<file path="config.mk">
export PLATFORM = sky130hd
export DESIGN_NAME = add_pipe_core
export DESIGN_NICKNAME = d
export VERILOG_FILES = /design/src/rtl/add_pipe_core.sv
export SDC_FILE = /design/constraint.sdc
export NUM_CORES = 1
export LEC_CHECK = 0
export ABC_AREA = 1
export BUFFER_PORTS_ARGS = -buffer_cell sky130_fd_sc_hd__buf_2
export CORE_AREA = 8 8 78 80
export CTS_CLUSTER_DIAMETER = 100
export DETAILED_ROUTE_END_ITERATION = 10
export DIE_AREA = 0 0 86 88
export PLACE_DENSITY = 0.83
export SLEW_MARGIN = 10
export SYNTH_ARGS = -nofsm -noshare
export SYNTH_HDL_FRONTEND = slang
export SYNTH_SLANG_ARGS = --single-unit
</file>
<file path="constraint.sdc">
create_clock -name clock -period 1.6 [get_ports clock]
set_input_delay 0.08 -clock clock [delete_from_list [all_inputs] [get_ports clock]]
set_output_delay 0.08 -clock clock [all_outputs]
set_load 0.01 [all_outputs]
</file>
<file path="src/rtl/add_pipe_core.sv">
// add_pipe_core
//   Handshaked unsigned adder with a 2-entry result FIFO and a running count
//   of delivered results.
//
// Parameters
//   DATA_WIDTH  operand width (>= 1)
//   CNT_WIDTH   width of the delivered-result counter
//
// Ports
//   clock       rising-edge clock
//   reset       asynchronous, active-high; clears all state
//   in_valid    operand pair on in_a/in_b is valid
//   in_ready    block can accept a pair (buffer not full)
//   in_a, in_b  unsigned operands
//   out_valid   out_sum holds a result (buffer not empty)
//   out_ready   consumer takes out_sum this cycle
//   out_sum     carry-extended sum at the head of the buffer
//   done_count  results delivered since reset, wraps silently
module add_pipe_core #(
    parameter int unsigned DATA_WIDTH = 8,
    parameter int unsigned CNT_WIDTH  = 16
) (
    input  logic                  clock,
    input  logic                  reset,
    input  logic                  in_valid,
    output logic                  in_ready,
    input  logic [DATA_WIDTH-1:0] in_a,
    input  logic [DATA_WIDTH-1:0] in_b,
    output logic                  out_valid,
    input  logic                  out_ready,
    output logic [DATA_WIDTH:0]   out_sum,
    output logic [CNT_WIDTH-1:0]  done_count
);

    logic [DATA_WIDTH:0]  mem_q [2];
    logic [DATA_WIDTH:0]  mem_d [2];
    logic                 rd_ptr_q, rd_ptr_d;
    logic                 wr_ptr_q, wr_ptr_d;
    logic [1:0]           occ_q, occ_d;
    logic [CNT_WIDTH-1:0] cnt_q, cnt_d;
    logic                 push, pop;

    // Handshake outputs depend only on registered occupancy, so there is
    // no combinational path from out_ready to in_ready.
    assign in_ready   = (occ_q != 2'd2);
    assign out_valid  = (occ_q != 2'd0);
    assign out_sum    = mem_q[rd_ptr_q];
    assign done_count = cnt_q;

    always_comb begin
        mem_d[0] = mem_q[0];
        mem_d[1] = mem_q[1];
        rd_ptr_d = rd_ptr_q;
        wr_ptr_d = wr_ptr_q;
        occ_d    = occ_q;
        cnt_d    = cnt_q;

        push = in_valid && in_ready;
        pop  = out_valid && out_ready;

        if (push) begin
            mem_d[wr_ptr_q] = {1'b0, in_a} + {1'b0, in_b};
            wr_ptr_d        = ~wr_ptr_q;
        end
        if (pop) begin
            rd_ptr_d = ~rd_ptr_q;
            cnt_d    = cnt_q + {{(CNT_WIDTH-1){1'b0}}, 1'b1};
        end

        case ({push, pop})
            2'b10:   occ_d = occ_q + 2'd1;
            2'b01:   occ_d = occ_q - 2'd1;
            default: occ_d = occ_q;
        endcase
    end

    always_ff @(posedge clock or posedge reset) begin
        if (reset) begin
            for (int unsigned i = 0; i < 2; i++) begin
                mem_q[i] <= '0;
            end
            rd_ptr_q <= 1'b0;
            wr_ptr_q <= 1'b0;
            occ_q    <= '0;
            cnt_q    <= '0;
        end else begin
            for (int unsigned i = 0; i < 2; i++) begin
                mem_q[i] <= mem_d[i];
            end
            rd_ptr_q <= rd_ptr_d;
            wr_ptr_q <= wr_ptr_d;
            occ_q    <= occ_d;
            cnt_q    <= cnt_d;
        end
    end

endmodule

</file>
# Word level (Yosys, flattened, before mapping)
# Cells that the tools add are included.
totals:
  in_bits: 20
  regBits: 38
op_classes:
  n_lt_le_gt_ge: 3
  n_reduce_logical: 5
  add_sub_neg: 4
  n_mux: 7
  bitwise_logic: 4
  n_eq_ne: 3
op_table:
  columns: ["cell", "n"]
  rows:
  - ["$mux W9", 4]
  - ["$bwmux W18", 1]
  - ["$add A16 B1 Y16 const B", 1]
  - ["$add A8 B8 Y9", 1]
  - ["$demux W9 S1", 1]
  - ["$ge A2 B2 Y1 const B", 2]
  - ["$not A1 Y2", 2]
  - ["$pmux W2 S2", 1]
  - ["$reduce_bool A2 Y1", 2]
  - ["$logic_and A1 B1 Y1", 3]
  - ["$add A2 B1 Y2 const B", 1]
  - ["$eq A2 B1 Y1 const B", 1]
  - ["$eq A2 B2 Y1 const B", 1]
  - ["$lt A2 B1 Y1 const B", 1]
  - ["$ne A2 B2 Y1 const B", 1]
  - ["$not A1 Y1", 2]
  - ["$sub A2 B1 Y2 const B", 1]

# Logic depth before layout (Yosys ltp)
# Gate-level depths: netlist (run 1).
logic_depth:
  ltp_word: 6
  depth_mapped: 10
  mapped_depth_nobuf: 10

# Worst setup path before layout (run 1)
# No wires, ideal clock.
synth_path:
  kind: "flip-flop to flip-flop"
  start: "register occ_q[0]"
  end: "register occ_q[1]"
  setup_time_ns: 0.131
  slack_ns: 0.079
  n_path_buf: 1
  path_stages_with_launch: 7
  t_arrival_ns: 1.390
  required_time_ns: 1.469
  synth_period_minus_slack_ns: 1.521
  cell_sequence: "dfrtp_1 > o21a_1 > buf_6 > ha_1 > a21oi_1 > o21ai_0 > xor2_1"
synth_between:
  elab_chain_cells: 4
  elab_cells_between_ends: 10
  cone_classes: "add/sub: 2; eq/ne: 3; mux: 1; reduce/logical: 4"
synth_lines:
  columns: ["element", "line", "text"]
  rows:
  - ["start: declaration", "39", "logic [1:0] occ_q, occ_d;"]
  - ["start signal: assignment", "84", "occ_q <= '0;"]
  - ["start signal: assignment", "92", "occ_q <= occ_d;"]
  - ["$reduce_bool A2 Y1 (*)", "46", "assign out_valid = (occ_q != 2'd0);"]
  - ["$logic_and A1 B1 Y1 (*)", "59", "pop = out_valid && out_ready;"]
  - ["via pop", "41", "logic push, pop;"]
  - ["$eq A2 B1 Y1 / $eq A2 B2 Y1 (equally long branches)", "70", "case ({push, pop})"]
  - ["$pmux W2 S2 / $reduce_bool A2 Y1 (equally long branches)", null, null]
# The timed path passes the listed nets; every way through them passes the cells marked *.
# A chain may end at the register's enable or synchronous reset.

# Worst setup path after layout (run 1)
layout_path:
  start: "register occ_q[0]"
  end: "register occ_q[1]"
layout_between:
  elab_chain_cells: 4
  elab_cells_between_ends: 10
  cone_classes: "add/sub: 2; eq/ne: 3; mux: 1; reduce/logical: 4"
layout_lines:
  columns: ["element", "line"]
  rows:
  - ["$ne A2 B2 Y1 / $reduce_bool A2 Y1 (equally long branches)", "45, 46"]
  - ["$logic_and A1 B1 Y1, on equally long branches", "58, 59"]
  - ["$eq A2 B1 Y1 / $eq A2 B2 Y1 (equally long branches)", "70"]
  - ["$pmux W2 S2 / $reduce_bool A2 Y1 (equally long branches)", null]
# Parallel ways exist; a longest one is shown, timed or not.

==> impl_summary.md, run 1 <==
Outcome
The flow ran to the end, and the final reports show no timing, DRC or antenna violations.

Power and ir drop
The total net switching power is 1.615 mW. The leakage component of the power is 1.464 nW. The fraction of power consumed by combinational cells is 0.421.

Dividing total power by cell area gives a power density of 1455 mW/mm². Of the total power, the share spent switching nets is 0.4126. The internal portion of the total power is 2.299 mW. The design draws 3.915 mW. The share of total power dissipated in sequential elements is 0.418.

VDD sags by at most 0.5318 mV. The share of total power dissipated in the clock network is 0.162.

Clocking
The tree built by TritonCTS fans out to 38 sinks. In this run, CTS created clock tree buffers numbering 5. Clock-pin slew was measured on the worst setup and hold paths at 70 ps. The clock root buffer is sky130_fd_sc_hd__clkbuf_8. The deepest clock path buffer count is 2.

The clock reaches the later pin of the worst-skew pair after 280 ps. The clock tree from TritonCTS is yes. The number of H-tree levels is 2.

Logic synthesis
For this run, the leading register cell type out of synthesis is sky130_fd_sc_hd__dfrtp_1. Synthesis produced a netlist whose cell count is 293. The most used standard cell by instance count after synthesis is sky130_fd_sc_hd__nand2_1. The mean instance size in the synthesized netlist is 7.819 µm².

The number of enable-type register cells in the synthesized netlist is 0. When the netlist entered floorplanning its net count stood at 324. Of all flip-flops after synthesis, the portion carrying an async set or reset was 1.000.

In this run the cell area of the synthesized design comes to 0.002291 mm². After synthesis, the cell types taking the most area are sky130_fd_sc_hd__dfrtp_1, sky130_fd_sc_hd__nand2_1, sky130_fd_sc_hd__ha_1. The number of library cell types mapped by synthesis is 27.

For this run, the number of Yosys warnings is 0. In the synthesized netlist, the cells that appear most often are sky130_fd_sc_hd__nand2_1, sky130_fd_sc_hd__dfrtp_1, sky130_fd_sc_hd__inv_1, sky130_fd_sc_hd__nand3_1, sky130_fd_sc_hd__nor2_1. Of the synthesized area, sequential elements account for 0.4151. Of all cell types, the one taking the most synthesized area is sky130_fd_sc_hd__dfrtp_1. The share of synthesized area in the top cell type comes to 0.4151.

Synthesis inferred 38 register bits.

Floorplanning
The x dimension of the die is 86 µm. The row count is 26. For this configuration, the core starts out at a cell density of 0.4664. The I/O pin count is 47. In this run the vertical extent of the chip is 88 µm. The die covers 0.007568 mm². The floorplan step defined a core boundary enclosing 0.004912 mm².

Route
The overall via count from detail_route is 1981. For this block, the initial DRC count from the detailed router was 51. After detailed routing, the total wire length is 4.683 mm. In the routed design, unresolved DRC markers number 0. The residual antenna-violating net count after detailed routing is 0. The pre-antenna-repair detailed-routing pass consisted of 4 iterations.

Dividing the detail-routed wire length by the instance count gives 11.28 µm. The number of vias per cell is 4.773.

Setup path
The stage delay of the slowest cell on the critical path is 440 ps. The kind of critical path is reg2reg. STA classifies the critical path endpoint as a flop. Of all nets on the critical path, the largest fanout is 5. The worst path buffer plus inverter count is 1. The worst setup path is launched from a flop.

Broken down by cell family, the worst path's largest delay share belongs to flip-flops. The worst endpoint data arrival time is 1640 ps. The data required time at the worst endpoint is 1770 ps. The slowest stage of the critical path is the sky130_fd_sc_hd__dfrtp_2 cell.

Traced cell by cell, the critical path runs through inv_2 > nand2_2 > nand2_4 > ha_1 > a21oi_1 > o21ai_0 > xor2_1.

Flow run
The tool flagged a number of max-cap violations equal to 0.

Place
The standard cell area after detailed placement is 0.002597 mm². The final estimated routing congestion in global placement is 0.8454. The number of buffers inserted by port buffering is 46. The cell count after placement is 408. OpenSTA, run right after detailed placement, puts the worst setup slack at 108.6 ps. The detailed-placement wirelength estimate is 3.690 mm.

Global route
For this run, the total global-route usage over all layers was measured as 0.1401. The first global-routing pass estimated 8.556 mm of wire. The pin count of the biggest net entering global routing is 39. The initial antenna violation count is 0. The total congestion overflow is 0. The via count of the first global-routing pass is 2040.

Finish
Compared with the post-synthesis result, the final layout area differs by 17.48%. After the last flow step, the layout net total stands at 377. After filler insertion, the fill cell instance count of the layout stands at 451. The final standard cell count with taps included and fillers excluded is 415. The multi-input logic area is 0.001205 mm². Summing all flip-flop and latch instances after layout gives 952.2 µm². The ratio of cells with drive above 1 in the final layout is 0.2174. After routing the design area is 0.002691 mm². The final cell utilization of the core is 0.5479.

The number of antenna diodes in the final layout is 0.

STA
The worst hold slack across all endpoints is 140.8 ps. The total count of hold-check failures in the final report is 0. The final max-slew violation count is 0. For this run, the top clock speed supported by timing is 676.2 MHz. For the pin with the worst max-slew slack, the measured transition is 462.2 ps. Setup slack on the critical path of the routed design comes to 121.1 ps. The worst pin sits at a relative slew slack of 0.6918. Summed over all failing endpoints, the final setup total negative slack is 0 ps. The minimum clock period is 1479 ps. Setup repair after global routing left no endpoint under its margin.

Setup violations remaining at the end of the flow were counted as 0. The maximum clock skew at final layout is 3.773 ps. Dividing the final minimum period by the clock period gives 0.9243.

Worst hold path
In this run the worst hold path is classified as in2reg.
## placed cells by master, fill, tap and decap left out, types with 3 or more instances in the layout
cell type and count:
sky130_fd_sc_hd__nand2_1 117, sky130_fd_sc_hd__buf_2 46, sky130_fd_sc_hd__dfrtp_1 37, sky130_fd_sc_hd__inv_1 27
sky130_fd_sc_hd__nand3_1 20, sky130_fd_sc_hd__nor2_1 18, sky130_fd_sc_hd__o21ai_0 13, sky130_fd_sc_hd__xor2_1 10
sky130_fd_sc_hd__ha_1 10, sky130_fd_sc_hd__clkbuf_8 6, sky130_fd_sc_hd__nand3b_1 4, sky130_fd_sc_hd__nand2_2 4
sky130_fd_sc_hd__a21oi_1 4, sky130_fd_sc_hd__nor2_4 3, sky130_fd_sc_hd__xnor2_1 3
## power by group through the flow
stage | Clock, mW | Combinational, mW | Sequential (mW)
CTS | 0.662 | 1.69 | 1.63
floorplan | 0 | 1.18 | 1.60
detailed placement | 0 | 1.68 | 1.65
global placement | 0 | 1.63 | 1.63
global route | 0.695 | 1.90 | 1.69
finish | 0.633 | 1.65 | 1.64
## state kept, by name, indices dropped and copies added, names as in the netlist
name and cells:
done_count 16, mem_q 18, occ_q 2, rd_ptr_q 1, wr_ptr_q 1
## final timing paths
check                          from            end  slack [ps]  depth (start not counted)
max                        occ_q[0]       occ_q[1]         120                          7
min                         in_b[0]       mem_q[0]         140                          4
min reg2reg                mem_q[0]       mem_q[0]         480                          2
min in group asynchronous     reset  done_count[1]         460                          4
max in group asynchronous     reset       occ_q[0]         790                          4
max reg2reg                occ_q[0]       occ_q[1]         120                          7
## area by class of cell
type | instances | area share
multi-input cells | 223 | 0.4477
flip-flops and latches | 38 | 0.3538
repair buffers | 49 | 0.09484
inverters | 29 | 0.04045
well taps | 70 | 0.03254
clock buffers | 6 | 0.03068
## worst min-delay path: cells and delay by family
family	cells	cell delay [ps]
adders and majority gates	1	130
and+or+nand+nor	2	100
buffers and inverters	1	80
## timing repair
item	4_1_cts	5_1_grt
buffers inserted	0	0
hold buffers	1	0
endpoints found under the hold margin	38	0
endpoints found under the setup margin	0	1
gates resized for setup	0	1
## cells by family (layout without fill, tap and decap cells)
kind of cell             Yosys count  in the layout  synth area share
flip-flops                        38             38            0.4151
XOR/XNOR                          13             13           0.04970
adder cells (fa/ha/maj)           11             11           0.06335
AO/OA/AOI/OAI                     20             20           0.04588
AND/OR/NAND/NOR                  179            179            0.3670
buffers and inverters             32             84           0.05898
## per-layer routing
layer / global-route usage / vias up / share of wire
met5: 0 / - / 0
met4: 0.05892 / 0 / 0.016
met3: 0.04409 / 6 / 0.060
met2: 0.2540 / 47 / 0.49
met1: 0.1462 / 906 / 0.43
li1: - / 1022 / -
Power figures use the tool's default switching activity.
==> run 2, diff against run 1 <==
CORE_AREA = 8 8 81 83   (was 8 8 78 80)
DIE_AREA = 0 0 89 91   (was 0 0 86 88)
PLACE_DENSITY = 0.78   (was 0.83)
SETUP_SLACK_MARGIN = 0.2   (was unset)
==> run 2 against run 1 <==
Compared with the run above:
- combinational power is 8% higher
- utilization is 2.8 points lower
- highest routed layer unchanged
- maximum frequency is 9.9% higher
- wire length is 5.4% higher
- critical path type unchanged
- die area is 7.0% higher
- first-iteration DRC count is 2.0% lower
==> impl_summary.md, run 2 (synthesized netlist as in run 1, its figures left out) <==
Route
The residual antenna-violating net count after detailed routing is 0 (unchanged). The total wire length came to 4.936 mm (+5.4%). The post-detailed-route DRC marker count is 0 (unchanged).

The count of routing violations after the opening detailed-route iteration is 50 (-2.0%). The number of vias per cell is 4.836 (+1.3%). The mean routed wirelength per cell is 11.75 µm (+4.1%).

The overall via count from detail_route is 2031 (+2.5%). The number of optimization iterations in the first detailed-route pass is 4 (unchanged).

Power and ir drop
The power per unit of standard cell area was 1529 mW/mm² (+5.1%). The worst IR drop on VDD is 0.4961 mV (-6.7%). The leakage component of the power is 1.494 nW (+2.0%).

Setup path
The worst path buffer plus inverter count is 1 (unchanged). The cell with the largest stage delay on the worst path is sky130_fd_sc_hd__dfrtp_1. The worst setup path is launched from a flop. The kind of critical path is reg2reg. The critical path goes through inv_2 > nand2_2 > nand2_4 > ha_4 > a21oi_2 > o21ai_2 > xor2_1.

The critical path capture point type is a flop. The family with the most delay on the worst path is flip-flops. The maximum fanout count along the critical path came to 3 (-2).

The stage delay of the slowest cell on the critical path came to 410 ps (-30 ps). The worst endpoint data arrival time is 1530 ps (-110 ps). The data required time at the worst endpoint is 1780 ps (about the same).

Global route
The total congestion overflow is 0 (unchanged). The pin count of the biggest net entering global routing is 39 (unchanged). The via count of the first global-routing pass is 2003 (-1.8%).

The initial antenna violation count is 0 (unchanged). The wire length of the first global-routing pass is 8.535 mm (-0.25%). The overall global routing resource usage was 0.1294 (-0.01071).

Finish
The number of nets at the end of the flow is 379 (+0.53%). More flip-flops sit in one register than any other, and that register is mem_q. The total inserted antenna cells was 0 (unchanged). The most common cell after layout, fill and taps aside is sky130_fd_sc_hd__nand2_1.

The area growth from synthesis to layout is 21.14%. The final cell utilization of the core is 0.5199 (-0.02796). The library cells used most frequently in the layout, excluding fill and tap cells, are sky130_fd_sc_hd__nand2_1, sky130_fd_sc_hd__buf_2, sky130_fd_sc_hd__dfrtp_1. The ratio of cells with drive above 1 in the final layout came to 0.2356 (+0.01824). The final design area excluding fillers is 0.002775 mm² (+3.1%). The fill cell instance count of the final layout is 539 (+20%).

The number of flip-flops under the largest register name is 18 (unchanged). The final standard cell count with taps included and fillers excluded was 420 (+1.2%).

Floorplanning
The area of the placeable core is 0.005338 mm² (+8.7%). The area enclosed by the die boundary is 0.008099 mm² (+7.0%). The I/O pin count was 47 (unchanged). The row count is 27 (+3.8%). The height of the die is 91 µm (+3.4%). The x dimension of the die came to 89 µm (+3.5%). The starting density of the core is 0.4292 (-0.03717).

STA
The actual slew at the worst max-slew pin came to 460.7 ps (-1.497 ps). The top achievable clock speed is 742.9 MHz (+9.9%). The maximum clock skew at final layout is 10.76 ps (+6.982 ps). The worst slew margin relative to its limit is 0.6928 (+0.0009980). The total count of hold-check failures in the final report came to 0 (unchanged). The minimum clock period is 1346 ps (-132.8 ps). Setup repair after global routing could not meet its margin everywhere.

The final max-slew violation count came to 0 (unchanged). The share of the clock period used by the worst path after layout is 0.8413 (-0.08300). The setup-violating endpoint count in the final report is 0 (unchanged).

The final sum of negative setup slack is 0 ps (unchanged). The slack of the critical path is 253.9 ps (+132.8 ps).

Clocking
TritonCTS built the clock tree. The deepest clock path buffer count is 2 (unchanged). The clock-pin slew on the worst setup and hold paths is 80 ps (about the same).

The clock sink total is 38 (unchanged). Clock tree synthesis selected as its root buffer the cell sky130_fd_sc_hd__clkbuf_8. The number of H-tree levels is 2 (unchanged). The number of buffers created by CTS is 5 (unchanged).

The clock latency at the later pin of the worst-skew pair is 290 ps (about the same).

Outcome
The run finished with clean final reports.

Worst hold path
The class of the most critical hold timing path is in2reg.

Place
The standard cell area after detailed placement is 0.002616 mm² (+0.72%). The detailed-placement wirelength estimate is 3.810 mm (+3.3%). The number of buffers inserted by port buffering is 46 (unchanged).

The cell count after placement is 410 (+0.49%). The final estimated routing congestion in global placement is 0.8385 (-0.82%). The setup slack after placement is 107.9 ps (-0.6890 ps).

Flow run
The number of max-cap violations is 0 (unchanged).
run 2: layout make-up:
cell class                      instances  area [µm²]  share of cell area
Tap cell                               72       90.09             0.03246
Sequential cell                        38       952.2              0.3431
Clock buffer                            6       82.58             0.02976
Clock inverter                          1       30.03             0.01082
Multi-Input combinational cell        223        1225              0.4414
Inverter                               29       108.9             0.03922
Timing Repair Buffer                   51       286.5              0.1032
run 2: worst paths after layout:
check                      slack (ps)  startpoint              to  depth (start not counted)
setup / recovery                  250    occ_q[0]        occ_q[1]                          7
hold / removal                    160   out_ready  done_count[15]                          4
setup reg to reg                  250    occ_q[0]        occ_q[1]                          7
hold reg to reg                   480    mem_q[1]        mem_q[1]                          2
max in group asynchronous         820       reset        rd_ptr_q                          4
min in group asynchronous         430       reset  done_count[11]                          4
run 2: through the flow:
step | total power [mW] | hold slack, ps
after floorplan | 2.817 | 272.4
final | 4.243 | 164.7
after global routing | 4.586 | 165.7
after global placement | 3.322 | 212.3
after detailed placement | 3.374 | 217.9
after CTS | 4.236 | 158.1
run 2: where the power goes:
part	total (mW)	internal, mW	leakage [nW]	switching (mW)
combinational	1.79	0.725	0.955	1.06
clock	0.828	0.499	0.0573	0.329
sequential	1.63	1.32	0.482	0.305
total	4.24	2.55	1.49	1.70
run 2: tightest hold or removal path, delay by kind of cell:
kind / cells / cell delay [ps]
simple gates: 3 / 240
buf+inv: 1 / 110
run 2: repair_timing:
item / in CTS / in global routing
setup endpoints to repair: 6 / 7
buffers inserted: 1 / 1
endpoints found under the hold margin: 38 / 0
resized for setup: 1 / 4
hold buffers: 1 / 0
pin swaps: 0 / 1
run 2: per-layer routing:
metal	wire length, µm	GRT usage
met1	2199	0.1496
met2	2429	0.2294
met3	252	0.03063
met4	54	0.03329
met5	0	0
